**config.mk**
```make
export PLATFORM = sky130hd
export DESIGN_NAME = if_fetch_unit
export DESIGN_NICKNAME = d
export VERILOG_FILES = /design/src/rtl/RV32I_definitions.sv /design/src/rtl/if_id_register.sv /design/src/rtl/if_fetch_unit.sv
export SDC_FILE = /design/constraint.sdc
export NUM_CORES = 1
export LEC_CHECK = 0
export BUFFER_PORTS_ARGS = -buffer_cell sky130_fd_sc_hd__buf_2
export CAP_MARGIN = 20
export CORE_ASPECT_RATIO = 0.7
export CORE_MARGIN = 5
export CORE_UTILIZATION = 53
export CTS_CLUSTER_SIZE = 30
export DETAILED_ROUTE_END_ITERATION = 10
export GPL_TIMING_DRIVEN = 0
export PLACE_DENSITY = 0.86
export SLEW_MARGIN = 20
export SYNTH_ARGS = -nofsm -noshare
export SYNTH_HDL_FRONTEND = slang
export SYNTH_SLANG_ARGS = --single-unit
```
**constraint.sdc**
```tcl
create_clock -name clk -period 5.55 [get_ports clk]
set_clock_uncertainty 0.2 [all_clocks]
set_input_delay 0.2775 -clock clk [delete_from_list [all_inputs] [get_ports clk]]
set_output_delay 0.2775 -clock clk [all_outputs]
set_load 0.1 [all_outputs]
```
**src/rtl/RV32I_definitions.sv**
```systemverilog
// rtl/RV32I_definitions.sv - shared RV32I constants for the fetch slice
package RV32I_definitions;

   localparam logic [31:0] NOP_INSTR        = 32'h0000_0013;  // addi x0, x0, 0
   localparam logic [31:0] DEFAULT_RESET_PC = 32'h0000_0000;

   typedef enum logic [1:0] {
      IFID_HOLD   = 2'b00,
      IFID_LOAD   = 2'b01,
      IFID_BUBBLE = 2'b10
   } ifid_ctrl_e;

endpackage

```
**src/rtl/if_id_register.sv**
```systemverilog
// rtl/if_id_register.sv - IF/ID pipeline register with load/hold/bubble control
module if_id_register
   import RV32I_definitions::*;
(
   input  logic        clk,
   input  logic        reset,
   input  ifid_ctrl_e  ctrl,
   input  logic        misaligned_in,
   input  logic [31:0] pc_in,
   input  logic [31:0] pc4_in,
   input  logic [31:0] instr_in,
   output logic [31:0] id_pc,
   output logic [31:0] id_pc4,
   output logic [31:0] id_instruction,
   output logic        id_valid,
   output logic        id_misaligned
);

   logic [31:0] pc_q, pc_d, pc4_q, pc4_d, instr_q, instr_d;
   logic        valid_q, valid_d, mis_q, mis_d;

   always_comb begin
      pc_d    = pc_q;
      pc4_d   = pc4_q;
      instr_d = instr_q;
      valid_d = valid_q;
      // Only a misaligned redirect raises the flag; any other edge drops it.
      mis_d   = 1'b0;
      case (ctrl)
         IFID_LOAD: begin
            pc_d    = pc_in;
            pc4_d   = pc4_in;
            instr_d = instr_in;
            valid_d = 1'b1;
         end
         IFID_BUBBLE: begin
            instr_d = NOP_INSTR;
            valid_d = 1'b0;
            mis_d   = misaligned_in;
         end
         default: ;
      endcase
   end

   always_ff @(posedge clk) begin
      if (reset) begin
         pc_q    <= 32'h0000_0000;
         pc4_q   <= 32'h0000_0004;
         instr_q <= NOP_INSTR;
         valid_q <= 1'b0;
         mis_q   <= 1'b0;
      end else begin
         pc_q    <= pc_d;
         pc4_q   <= pc4_d;
         instr_q <= instr_d;
         valid_q <= valid_d;
         mis_q   <= mis_d;
      end
   end

   assign id_pc          = pc_q;
   assign id_pc4         = pc4_q;
   assign id_instruction = instr_q;
   assign id_valid       = valid_q;
   assign id_misaligned  = mis_q;

endmodule

```
**src/rtl/if_fetch_unit.sv**
```systemverilog
// rtl/if_fetch_unit.sv - RV32I instruction fetch: PC, next-PC mux, IMEM address, IF/ID
module if_fetch_unit
   import RV32I_definitions::*;
#(
   parameter int          IMEM_ADDR_WIDTH = 32,
   parameter logic [31:0] RESET_PC        = DEFAULT_RESET_PC
) (
   input  logic                       clk,
   input  logic                       reset,
   input  logic                       IF_stall,
   input  logic                       EX_redirect,
   input  logic [31:0]                EX_target,
   output logic [IMEM_ADDR_WIDTH-1:0] IMEM_address,
   input  logic [31:0]                Instruction,
   output logic [31:0]                ID_PC,
   output logic [31:0]                ID_PC4,
   output logic [31:0]                ID_Instruction,
   output logic                       ID_valid,
   output logic                       ID_misaligned,
   output logic [31:0]                PC_current
);

   // PC is always word aligned, so only the word index is stored.
   logic [29:0] pc_q, pc_d;
   ifid_ctrl_e  ifid_ctrl;
   logic        redirect_misaligned;

   always_comb begin
      pc_d                = pc_q;
      ifid_ctrl           = IFID_HOLD;
      redirect_misaligned = 1'b0;
      if (EX_redirect) begin
         pc_d                = EX_target[31:2];
         ifid_ctrl           = IFID_BUBBLE;
         redirect_misaligned = |EX_target[1:0];
      end else if (!IF_stall) begin
         pc_d      = pc_q + 30'd1;
         ifid_ctrl = IFID_LOAD;
      end
   end

   always_ff @(posedge clk) begin
      if (reset) pc_q <= RESET_PC[31:2];
      else       pc_q <= pc_d;
   end

   assign PC_current = {pc_q, 2'b00};

   generate
      if (IMEM_ADDR_WIDTH > 30) begin : g_addr_ext
         assign IMEM_address = {{(IMEM_ADDR_WIDTH-30){1'b0}}, pc_q};
      end else begin : g_addr_trunc
         assign IMEM_address = pc_q[IMEM_ADDR_WIDTH-1:0];
      end
   endgenerate

   if_id_register u_if_id (
      .clk            (clk),
      .reset          (reset),
      .ctrl           (ifid_ctrl),
      .misaligned_in  (redirect_misaligned),
      .pc_in          ({pc_q, 2'b00}),
      .pc4_in         ({pc_q + 30'd1, 2'b00}),
      .instr_in       (Instruction),
      .id_pc          (ID_PC),
      .id_pc4         (ID_PC4),
      .id_instruction (ID_Instruction),
      .id_valid       (ID_valid),
      .id_misaligned  (ID_misaligned)
   );

endmodule

```
==> metrics.md, run 1 <==
| Metric | Value |
|---|---|
| Maximum number of pins on one net before global-route repair | 17 |
| # diodes | 0 |
| Final worst slack | approximately 2.8 ns |
| Critical path's slowest cell | dfxtp_1 |
| Die X-Extent | roughly 140 um |
| First-pass iteration count of the detailed router | 6 |
| IO Pins | 230 |
| Leading post-synthesis cells by instance count | 124 x dfxtp_1, 86 x nand2_1, 69 x nor2_1 |
| Power density relative to cell area | around 340 nW/um2 |
| Flip-flop and latch area | between 2000 and 2500 um2 |
| Final global-route overflow total | 0 |
| Maximum capacitance violations | 0 |
| Critical-path maximum fanout | 10 |
| Count of flip-flops with a built-in enable after synthesis | 0 |
| Largest cells by area after synthesis | dfxtp_1 43%, mux2i_1 5.7%, nand2_1 5.5%, buf_4 4.9%, nor2_1 4.5% |
| Row cnt | 32 |
| Maximum resistive drop on vdd | 0.000222 V |
| Warnings from Yosys | 0 |
| Crit path largest cell delay | roughly 0.6 ns |
| Met2 layer wire length in the routed design | between 10 and 15 mm |
| DR vias/cell | 5.68 |
| RSZ-0062 raised after global routing | false |
| CTS sink count | between 100 and 150 |
| M1 wire length | about 8.4 mm |
| 1st-iter DRT viols | roughly 660 |
| Cell chosen for the clock root | clkbuf_16 |
| Outcome | complete, no violations |
| HP Class | primary input to register |
| Largest buffer count on any clock path | 2 |
| Most repeated cell in the gate-level netlist after synthesis | dfxtp_1 |
| Top_reg_cell synth | dfxtp_1 |
| Number of pins exceeding their max-slew limit in the final report | 0 |
| Remaining antenna violation count | 0 |
| Routed vias | around 6600 |
| Proportion of layout cells with a drive suffix above 1 | between 20% and 30% |
| Timing-limited maximum frequency | between 300 and 400 MHz |
| Async set or reset register ratio after synthesis | 0% |
| Setup TNS | 0 ns |
| Die Span Y | slightly below 100 um |
| Worst slew margin | 46.1% |
| Area used by multi-input combinational logic | around 2800 um2 |
| Worst slack at placement | between 2 and 3 ns |
| Worst setup EP type | register |
| Worst EP required | approximately 5.6 ns |
| Average cell area after synthesis | between 8 and 9 um2 |
| Critical path launch point type | register |
| Floorplan Core Area | about 11000 um2 |
| Number of buffers added by the clock tree synthesis step | 17 |
| Area grow syn2layout | 42.3% |
| Die footprint | between 10000 and 15000 um2 |
| Static power due to leakage | around 3.7 nW |
| Worst-margin pin slew | between 0.8 and 0.9 ns |
| Top Metal Used | met4 |
| Post-synthesis register bit count | 124 |
| Fill cells | 808 |
| Proportion of netlist area held by the largest area contributor | a little over two fifths |
| Number of distinct library cells after synthesis | 48 |
| Tot GR Track Use | between 30% and 40% |
| Final routed DRC violation total | 0 |
| Final setup viols | 0 |
| Final hold vios | 0 |
| Global-route wire length before repair | ~34 mm |
| Count of instances resized after the clock tree is built | 0 |
| Clock input transition at the sequential cells of the worst setup and hold paths | about 0.06 ns |
| Syn Inst Count | approximately 700 |
| Number of global-route vias before repair | between 6000 and 7000 |
| Per-cell routed wire length | 18.9 um |
| Insertion delay of the later-clocked pin in the worst-skew pair | roughly 0.4 ns |
| Tmin final | 2.77 ns |
| Critical path arrival | ~2.8 ns |
| CTS tree | done |
| CP delay by family, top | flip-flops |
| Area leader, netlist | dfxtp_1 |
| Nets@finish | between 1000 and 1500 |
| Starting Density | 53.4% |
| Number of antenna violations at the first check in global routing | 0 |
| Count of buffering cells on the critical path with inverters included | 3 |
| Last weighted congestion value of the routability-driven placer | between 0.9 and 1 |
| Count of buffers from port buffering | ~220 |
| Htree depth | 4 |
| Post-CTS setup buffer count | 0 |
| HPWL reported at the end of detailed placement | 14.7 mm |
| Classification of the worst setup path | register to register |
| CP cell instances | ha_1 > nand3_1 > or3_1 > buf_2 > buf_6 > clkbuf_1 > o31ai_1 > a31oi_1 |
| Post-synthesis sequential area ratio | 42.7% |
| DR WL met3 | 3.18 mm |
| Cell area after synthesis | 5820 um2 |
| Total Routed Length | about 22 mm |
| Fin crit share | approximately 50% |
## through the flow
stage / power, W / util, % / cells / cell area [um2] / hold WS, ns
after floorplan: 0.00159 / - / 706 / 5850 / 0.203
after global placement: 0.00173 / 65.5 / 1078 / 7130 / 0.231
after detailed placement: 0.00173 / 65.5 / 1078 / 7130 / 0.242
after CTS: 0.00278 / 76.0 / 1170 / 8280 / 0.0289
after global routing: 0.00287 / 76.0 / 1170 / 8280 / 0.0512
final: 0.00279 / 76.0 / 1170 / 8280 / 0.0458
## area by class of cell
cell class / count / area share [%]
multi-input combinational: 471 / 33.6
sequential: 124 / 30.0
timing repair buffer: 279 / 20.5
buffer: 105 / 6.76
clock buffer: 20 / 5.40
tap: 153 / 2.31
clock inverter: 12 / 1.19
inverter: 6 / 0.272
## power breakdown
part           total (W)  leakage, nW  internal, W  switching, W
Combinational   0.000782         2.41     0.000163      0.000618
Clock            0.00103        0.261     0.000622      0.000411
Sequential      0.000980         1.02     0.000935     0.0000453
Total            0.00279         3.69      0.00172       0.00107
## routing by layer
| layer | vias up | GRT usage [%] |
|---|---|---|
| met4 | 0 | 10.3 |
| met5 | - | 0 |
| met3 | 47 | 10.2 |
| met1 | 3035 | 41.9 |
| li1 | 3057 | - |
| met2 | 508 | 52.4 |
## path summary, 6_finish.rpt
kind	startpoint	cells past startpoint	slack, ns	endpoint
worst max register to register	pc_q[1]$_SDFFE_PP0P_	8	2.78	u_if_id.id_pc4[28]$_SDFFE_PP0N_
worst max-delay path	pc_q[1]$_SDFFE_PP0P_	8	2.78	u_if_id.id_pc4[28]$_SDFFE_PP0N_
worst min-delay path	EX_target[29]	3	0.05	pc_q[27]$_SDFFE_PP0P_
worst min register to register	u_if_id.id_pc[8]$_SDFFE_PP0N_	2	0.25	u_if_id.id_pc[8]$_SDFFE_PP0N_
## logic make-up after synthesis
| kind of cell | synth area share (%) |
|---|---|
| adders and majority gates | 0.215 |
| and+or+nand+nor | 22.2 |
| xor gates and xnor gates | 3.31 |
| buffers and inverters | 10.0 |
| AOI/OAI and AO/OA | 15.8 |
| DFF | 42.7 |
| other | 0.0644 |
| muxes | 5.68 |
## flip-flops by register name, indices dropped and copies added, names as in the netlist
register,cells
pc_q,30
u_if_id.id_instruction,32
u_if_id.id_misaligned,1
u_if_id.id_pc,30
u_if_id.id_pc4,30
u_if_id.id_valid,1
## worst register-to-register path: stages, from the launching register on
cell      delay, ns
dfxtp_1        0.60
ha_1           0.31
nand3_1        0.11
or3_1          0.38
buf_2          0.18
buf_6          0.15
clkbuf_1       0.27
o31ai_1        0.33
a31oi_1        0.11
## cell usage in the layout (no fill, tap or decap), types with 16 or more instances in the layout
cell type	instances
or3_1	16
nor2_1	69
nand2_1	86
xnor2_1	18
dlygate4sd3_1	60
clkbuf_16	17
nand3_1	16
a21oi_1	40
a211oi_1	16
dfxtp_1	124
mux2i_1	33
clkbuf_1	50
buf_2	231
o31ai_1	20
or4_1	19
buf_4	38
o21ai_0	32
## timing repair
item                                    4_1_cts  5_1_grt
hold buffers                                 60        0
endpoints found under the setup margin        0        0
hold endpoints to repair                     59        0
Power figures use the tool's default switching activity.
==> inputs of run 2 (changes only) <==
--- a/config.mk
+++ b/config.mk
@@ -9,11 +9,11 @@
 export CAP_MARGIN = 20
 export CORE_ASPECT_RATIO = 0.7
 export CORE_MARGIN = 5
-export CORE_UTILIZATION = 53
+export CORE_UTILIZATION = 44
 export CTS_CLUSTER_SIZE = 30
 export DETAILED_ROUTE_END_ITERATION = 10
 export GPL_TIMING_DRIVEN = 0
-export PLACE_DENSITY = 0.86
+export PLACE_DENSITY = 0.76
 export SLEW_MARGIN = 20
 export SYNTH_ARGS = -nofsm -noshare
 export SYNTH_HDL_FRONTEND = slang
==> constraint.sdc (replaced) <==
create_clock -name clk -period 2.5 [get_ports clk]
set_clock_uncertainty 0.2 [all_clocks]
set_input_delay 0.125 -clock clk [delete_from_list [all_inputs] [get_ports clk]]
set_output_delay 0.125 -clock clk [all_outputs]
set_load 0.1 [all_outputs]
==> run 2 against run 1 <==
  * Critical path depth decreased by 1
  * Core utilization down 11 points
  * Via count down 1.9%
  * Final area rose by 2.8%
  * Hold slack improved by 0.061 ns
  * Global-route usage decreased by 5.4 points
  * Combinational power rose by 120%
  * Total power grew 130%
  * Sequential power is 120% higher
  * Wire length is 0.97% lower
  * Non-clock buffer count is 2 higher
  * Sequential share of layout area fell by 0.20 points
==> metrics.md, run 2 (same netlist as run 1, synthesis figures left out) <==
| Metric | Value |
|---|---|
| Critical path arrival | 2.50 ns |
| Proportion of layout cells with a drive suffix above 1 | 32.9% |
| Power density relative to cell area | ~770 nW/um2 |
| Row cnt | 35 |
| Final setup viols | 0 |
| HPWL reported at the end of detailed placement | 15.0 mm |
| Die Span Y | 106 um |
| Area post-placement | a little over 7000 um2 |
| End point of the most critical hold path | pc_q[28]$_SDFFE_PP0P_ |
| Number of antenna violations at the first check in global routing | 0 |
| Die X-Extent | between 100 and 150 um |
| Routed vias | around 6500 |
| RSZ-0062 raised after global routing | false |
| First-pass iteration count of the detailed router | 6 |
| Tot GR Track Use | between 20% and 30% |
| Worst r2r src | pc_q[4]$_SDFFE_PP0P_ |
| Final global-route overflow total | 0 |
| Number of global-route vias before repair | 6246 |
| Maximum capacitance violations | 0 |
| Worst-margin pin slew | 0.781 ns |
| Largest buffer count on any clock path | 2 |
| Count of cells along the worst register-to-register path | 7 |
| Die footprint | around 16000 um2 |
| Beginning of the worst hold path | reset |
| Area grow syn2layout | 46.2% |
| Insertion delay of the later-clocked pin in the worst-skew pair | about 0.42 ns |
| Fill cells | ~1100 |
| Nets@finish | between 1000 and 1500 |
| Final routed DRC violation total | 0 |
| Floorplan Core Area | 13100 um2 |
| Tmin final | 2.39 ns |
| Power after layout | around 0.0066 W |
| Internal reg-to-reg setup slack | roughly 0.11 ns |
| Remaining antenna violation count | 0 |
| Number of buffers added by the clock tree synthesis step | 17 |
| Starting Density | between 40 and 50% |
| Number of pins exceeding their max-slew limit in the final report | 0 |
| Commonest cells after routing, fill and taps aside | 232 x buf_2, 102 x dfxtp_1, 86 x nand2_1 |
| Count of buffers from port buffering | about 220 |
| Total Routed Length | between 20 and 25 mm |
| Per-cell routed wire length | between 15 and 20 um |
| Critical-path maximum fanout | 10 |
| Cell chosen for the clock root | clkbuf_16 |
| Worst hold slack | 0.107 ns |
| Worst setup EP type | register |
| Clock input transition at the sequential cells of the worst setup and hold paths | 0.06 ns |
| Static power due to leakage | 3.77 nW |
| # diodes | 0 |
| Worst slack at placement | -0.00284 ns |
| CTS sink count | 124 |
| Last weighted congestion value of the routability-driven placer | around 0.89 |
| DR vias/cell | between 5 and 6 |
| Maximum resistive drop on vdd | between 0.0005 and 0.0006 V |
| Final hold vios | 0 |
| Worst EP required | about 2.6 ns |
| Timing-limited maximum frequency | 418 MHz |
| Critical path launch point type | register |
| 1st-iter DRT viols | between 500 and 600 |
| Design Area, Final | around 8500 um2 |
| Crit Reg-Reg Endpoint | pc_q[18]$_SDFFE_PP0P_ |
| Flip-flop and latch area | 2530 um2 |
| Worst slew margin | 48.0% |
| IO Pins | 230 |
| Classification of the worst setup path | register to register |
| Global-route wire length before repair | between 30 and 40 mm |
| Area used by multi-input combinational logic | between 2000 and 3000 um2 |
| Hold Path Cell Cnt | 4 |
| HP Class | primary input to register |
| Final worst slack | between 0.1 and 0.15 ns |
| Max FFs per register | 32 |
| Outcome | complete, no violations |
| Setup TNS | 0 ns |
| CTS tree | done |
| Maximum number of pins on one net before global-route repair | 17 |
| Fin crit share | a little over nine tenths |
| Htree depth | 4 |
| Most common cell after layout, fill and taps aside | buf_2 |
==> run 2: cell count changes in the layout (fill, tap and decap cells not counted), moves of 5 or more <==
| cell | previous run | this run |
|---|---|---|
| clkbuf_1 | 50 | 41 |
| clkinv_2 | 6 | 1 |
| dfxtp_1 | 124 | 102 |
| dfxtp_2 | 0 | 12 |
| dfxtp_4 | 0 | 10 |
| dlygate4sd3_1 | 60 | 65 |
==> run 2: final cells by class <==
cell class,instances,share of cell area [%]
Multi-Input combinational cell,471,33.0
Inverter,6,0.265
Tap cell,166,2.44
Clock inverter,12,1.85
Sequential cell,124,29.8
Clock buffer,19,5.59
Buffer,101,6.44
Timing Repair Buffer,285,20.6
==> run 2: worst max-delay path by stage <==
stage	start	end	depth (start not counted)
finish	pc_q[4]$_SDFFE_PP0P_	pc_q[18]$_SDFFE_PP0P_	7
global route	pc_q[4]$_SDFFE_PP0P_	pc_q[18]$_SDFFE_PP0P_	7
CTS	pc_q[8]$_SDFFE_PP0P_	pc_q[25]$_SDFFE_PP0P_	7
detailed placement	pc_q[2]$_SDFFE_PP0P_	pc_q[17]$_SDFFE_PP0P_	6
global placement	pc_q[1]$_SDFFE_PP0P_	u_if_id.id_pc4[22]$_SDFFE_PP0N_	8
floorplan	pc_q[12]$_SDFFE_PP0P_	pc_q[22]$_SDFFE_PP0P_	6
==> run 2: metal layers <==
layer  GRT usage (%)  routed length (um)  part of all wire (%)  vias to the layer above
met5               0                   0                     0                        -
met4            7.31                 462                   2.1                        0
met3            8.82                2670                    12                       48
met2            42.6                9710                    44                      391
met1            36.3                9070                    41                     3023
li1                -                   -                     -                     3061
==> run 2: critical path: stages, from the launching register on <==
cell,delay (ns)
dfxtp_4,0.35
buf_2,0.22
nand4_4,0.16
or3_1,0.36
buf_2,0.17
buf_6,0.15
or3_1,0.34
a311oi_1,0.32
==> run 2: what timing repair did <==
action / CTS / global route
hold endpoints to repair: 64 / 0
pin swaps: 1 / 0
resized for setup: 1 / 11
setup endpoints to repair: 5 / 16
hold buffers: 65 / 0
cloned: 0 / 0
setup buffers: 1 / 0
==> run 2: stage by stage <==
stage	utilization, %	cells
final	65.2	1184
after global routing	65.2	1184
after CTS	65.0	1185
after detailed placement	55.2	1091
after global placement	55.2	1091
after floorplan	-	706
==> run 2: report_power, final <==
| part | switching (W) | internal (W) |
|---|---|---|
| logic | 0.00136 | 0.000369 |
| registers | 0.000106 | 0.00208 |
| clock network | 0.000963 | 0.00169 |
